$ cat src/rtl/rrv64_core_vec_param_pkg.sv
// rrv64_core_vec_param_pkg: vector core widths and the writeback buffer entry type
package rrv64_core_vec_param_pkg;
    localparam int VREG_ADDR_WIDTH = 5;
    localparam int VFULEN = 64;
    typedef struct packed {
        logic [VREG_ADDR_WIDTH-1:0] addr;
        logic [VFULEN-1:0] data;
    } vrf_wb_entry_t;
endpackage

$ cat src/rtl/vrf_wb_buffer.sv
// vrf_wb_buffer: two-in two-out circular writeback FIFO in front of a banked vector regfile
module vrf_wb_buffer
    import rrv64_core_vec_param_pkg::*;
#(
    parameter int DEPTH = 8,
    parameter int AW = VREG_ADDR_WIDTH,
    parameter int DW = VFULEN
) (
    input  logic          clk,
    input  logic          rst,
    input  logic          fu0_vld,
    input  logic          fu1_vld,
    output logic          fu0_rdy,
    output logic          fu1_rdy,
    input  logic [AW-1:0] fu0_addr,
    input  logic [AW-1:0] fu1_addr,
    input  logic [DW-1:0] fu0_data,
    input  logic [DW-1:0] fu1_data,
    output logic          wr0_vld,
    output logic          wr1_vld,
    output logic [AW-1:0] waddr0,
    output logic [AW-1:0] waddr1,
    output logic [DW-1:0] wdata0,
    output logic [DW-1:0] wdata1,
    input  logic          wr0_conflict,
    input  logic          wr1_conflict,
    output logic          empty,
    output logic [15:0]   conflict_cnt
);
    localparam int CW = $clog2(DEPTH);
    localparam logic [CW:0] FULL = (CW+1)'(DEPTH);
    localparam logic [CW:0] FULL1 = (CW+1)'(DEPTH - 1);
    localparam logic [CW:0] ONE = (CW+1)'(1);
    localparam logic [CW:0] TWO = (CW+1)'(2);
    vrf_wb_entry_t mem [DEPTH];
    logic [CW-1:0] head, tail, h1, t1;
    logic [CW:0] count, n_push, n_pop;
    logic sec_done, push0, push1, w0, w1, inc;
    assign h1 = head + 1'b1;
    assign t1 = tail + 1'b1;
    assign fu0_rdy = count < FULL;
    assign fu1_rdy = count < FULL1;
    assign push0 = fu0_vld & fu0_rdy;
    assign push1 = fu1_vld & fu1_rdy;
    assign wr0_vld = count != '0;
    assign wr1_vld = (count >= TWO) & ~sec_done & (mem[h1].addr != mem[head].addr);
    assign waddr0 = mem[head].addr;
    assign wdata0 = mem[head].data;
    assign waddr1 = mem[h1].addr;
    assign wdata1 = mem[h1].data;
    assign w0 = wr0_vld & ~wr0_conflict;
    assign w1 = wr1_vld & ~wr1_conflict;
    assign n_push = (CW+1)'(push0) + (CW+1)'(push1);
    assign n_pop = w0 ? ((w1 | sec_done) ? TWO : ONE) : '0;
    assign inc = (wr0_vld & wr0_conflict) | (wr1_vld & wr1_conflict);
    assign empty = count == '0;
    always_ff @(posedge clk) begin
        if (rst) begin
            head <= '0;
            tail <= '0;
            count <= '0;
            sec_done <= 1'b0;
            conflict_cnt <= '0;
        end else begin
            head <= head + n_pop[CW-1:0];
            tail <= tail + n_push[CW-1:0];
            count <= count + n_push - n_pop;
            sec_done <= (n_pop != '0) ? 1'b0 : (sec_done | (wr0_vld & wr0_conflict & w1));
            conflict_cnt <= conflict_cnt + 16'(inc & ~&conflict_cnt);
        end
    end
    always_ff @(posedge clk) begin
        if (push0) mem[tail] <= '{addr: fu0_addr, data: fu0_data};
        if (push1) mem[push0 ? t1 : tail] <= '{addr: fu1_addr, data: fu1_data};
    end
endmodule

$ cat config.mk
export PLATFORM = sky130hd
export DESIGN_NAME = vrf_wb_buffer
export DESIGN_NICKNAME = d
export VERILOG_FILES = /design/src/rtl/rrv64_core_vec_param_pkg.sv /design/src/rtl/vrf_wb_buffer.sv
export SDC_FILE = /design/constraint.sdc
export NUM_CORES = 1
export LEC_CHECK = 0
export CORE_MARGIN = 3
export CORE_UTILIZATION = 38
export DETAILED_ROUTE_END_ITERATION = 7
export GPL_ROUTABILITY_DRIVEN = 0
export SLEW_MARGIN = 10
export SYNTH_ARGS = -nofsm -noshare
export SYNTH_HDL_FRONTEND = slang
export SYNTH_SLANG_ARGS = --single-unit
$ cat constraint.sdc
create_clock -name clk -period 7.4 [get_ports clk]
set_input_delay 1.85 -clock clk [delete_from_list [all_inputs] [get_ports clk]]
set_output_delay 1.85 -clock clk [all_outputs]
set_load 0.005 [all_outputs]
==> summary.txt <==
endpoints failing setup: 0
Post-CTS Hold Buffers: 0
number of synthesized flops with an enable pin: 552
Mapped Area: 33020 um^2
DRC: 0
Sum Neg Setup Slack: 0 ps
Die Span X: 300.8 um
clk root buf: clkbuf_16
share of cells above drive strength 1: 50.21%
Layout area overhead: 19.60%
unrepaired setup endpoints after global routing: false
gr ovfl total: 0
final instance area: 39490 um^2
initial antenna violation count: 18
asr flop ratio synth: 0%
final hold viol count: 0
CTS buffer count: 72
Ports: 303
Synth warnings: 0
post-synthesis sequential area ratio: 51.84%
clk_lat worst skew: 620 ps
HPWL Detailed: 54460 um
routed vias/inst: 5.751
Site Rows: 107
final net count: 2304
total track usage: 20.96%
post-route minimum period: 6079 ps
Vias: 19270
vias in the first global route: 21240
Startpoint Class: register
status: finished, final reports clean
Leak: 12.32 nW
max-cap viol count: 0
Critical Path Fanout Max: 24
final total power: 14.68 mW
final wirelength: 94970 um
pwr dens: 371.7 nW/um^2
crit path DAT: 4230 ps
crit share post-route: 82.14%
hold crit path type: reg -> reg
Clock Path Buffers: 3
port bufs: 302
syn nets: 2037
Post-CTS Setup Bufs: 0
critical path class: reg -> out
Fmax: 164.5 MHz
sinks on the clock net: 579
Cell Area, Placed: 37300 um^2
drt first pass iters: 5
worst vdd ir: 0.2969 mV
Setup WS pre-CTS: 1889 ps
remaining antenna violation count: 0
Synth Area per Inst: 17.60 um^2
Clock Skews: 23.64 ps
top_reg_cell synth: edfxtp_1
fin cells: 3350
WP data required: 5550 ps
clock-pin transition on the worst setup and hold timing paths: 60 ps
initial core utilization: 38.53%
Die ar.: 90460 um^2
Worst slew margin: 20.11%
post-cts resize count: 0
CTS tree: done
pin count of the biggest net entering global routing: 140
Slew Limit Fails: 0
Cells after DPL: 3213
Synth Register Bits: 579
chip height: 300.8 um
WL/cell: 28.35 um
core area: 85680 um^2
First DRT Iteration DRCs: 1228
H-tree Lvls: 3
post-layout worst setup margin: 1321 ps
Synth cell types: 43
critical path capture point type: output port
Cells after Synth: 1876
first-pass GRT wire length: 140200 um
worst slew pin tran: 1198 ps
-- final cells by class --
cell class	instances	area, um^2
fillers	7433	46190
flip-flops and latches	579	17130
multi-input cells	1132	15280
repair buffers	333	3368
clock buffers	90	1912
well taps	1144	1431
clock inverters	36	244.0
inverters	25	93.84
diodes	11	27.53
-- flip-flops by register name, summed over array words and instances, names as in the netlist --
name,flops
tail,3
sec_done,1
mem,552
conflict_cnt,16
head,3
count,4
-- metal layers --
metal  wire (um)  global-route usage [%]
met5          70                       0
met4        2090                   5.762
met3        5330                   4.355
met2       49460                   36.88
met1       38020                   26.16
-- path summary, 6_finish.rpt --
path                    start               end  slack, ps  cells after the start
min reg2reg  conflict_cnt[15]  conflict_cnt[15]        530                      2
max reg2reg           head[0]          count[3]       2770                     13
min          conflict_cnt[15]  conflict_cnt[15]        530                      2
max                   head[0]           wr1_vld       1320                      7
-- stage by stage --
stage,hold slack (ps),utilization (%)
floorplan,482.9,-
global placement,483.7,43.54
detailed placement,519.5,43.54
CTS,535.7,46.05
global route,549.1,46.07
finish,533.9,46.09
-- synth_stat cells (all sizes together), types with 2 or more instances --
master	n	area (um^2)
nor3	5	25.02
fa	4	80.08
or3	6	37.54
ha	13	162.7
clkbuf	33	123.9
mux4	273	6148
nand2b	4	25.02
nand4	5	31.28
o21ai	7	35.03
xor2	17	156.4
mux2	680	7657
a21oi	5	25.02
nand2	14	52.55
o211ai	2	15.01
o21bai	5	37.54
and4	2	17.52
buf	107	556.8
nor2b	8	50.05
edfxtp	552	16580
and2	5	31.28
xnor2	8	70.07
mux2i	19	190.2
nand3	10	50.05
nor2	21	78.83
o31a	3	26.28
dfxtp	27	540.5
o31ai	6	45.04
inv	25	93.84
-- cell families after synthesis --
group           after synthesis  share of synthesized area, %
compound gates               35                        0.7201
xor+xnor                     25                        0.6860
fa+ha+maj                    17                        0.7352
buf+inv                     165                         2.346
flops                       579                         51.84
mux                         972                         42.39
simple gates                 83                         1.277
-- report_power, final --
| part | internal (mW) | switching [mW] | total (mW) |
|---|---|---|---|
| clock | 1.87 | 1.40 | 3.27 |
| combinational | 3.65 | 3.03 | 6.68 |
| sequential | 4.42 | 0.307 | 4.72 |
| total | 9.94 | 4.74 | 14.7 |
-- critical path: stages, from the launching register on --
cell             delay [ps]
dfxtp_4                 630
ha_4                    230
xor2_4                  730
mux4_2                  630
xor2_1                  210
or3_1                   390
o31a_1                  320
clkdlybuf4s50_1         450
-- cell usage in the layout, fill, tap and decap left out, drive strengths merged, types with 2 or more instances in the layout --
cell type      synthesis  layout
nor2                  21      21
clkdlybuf4s50          0     302
o21bai                 5       5
fa                     4       4
and2                   5       5
mux2                 680     680
buf                  107      31
edfxtp               552     552
xor2                  17      17
o211ai                 2       2
inv                   25      29
clkinvlp               0       3
nand2                 14      14
ha                    13      13
mux2i                 19      19
nor3                   5       5
o31ai                  6       6
clkinv                 0      28
diode                  0      11
or3                    6       6
a21oi                  5       5
o21ai                  7       7
xnor2                  8       8
clkbuf                33      90
nand4                  5       5
nand3                 10      10
dfxtp                 27      27
nor2b                  8       8
and4                   2       2
o31a                   3       3
mux4                 273     273
nand2b                 4       4
No activity file was read; power rests on OpenSTA's default activity.
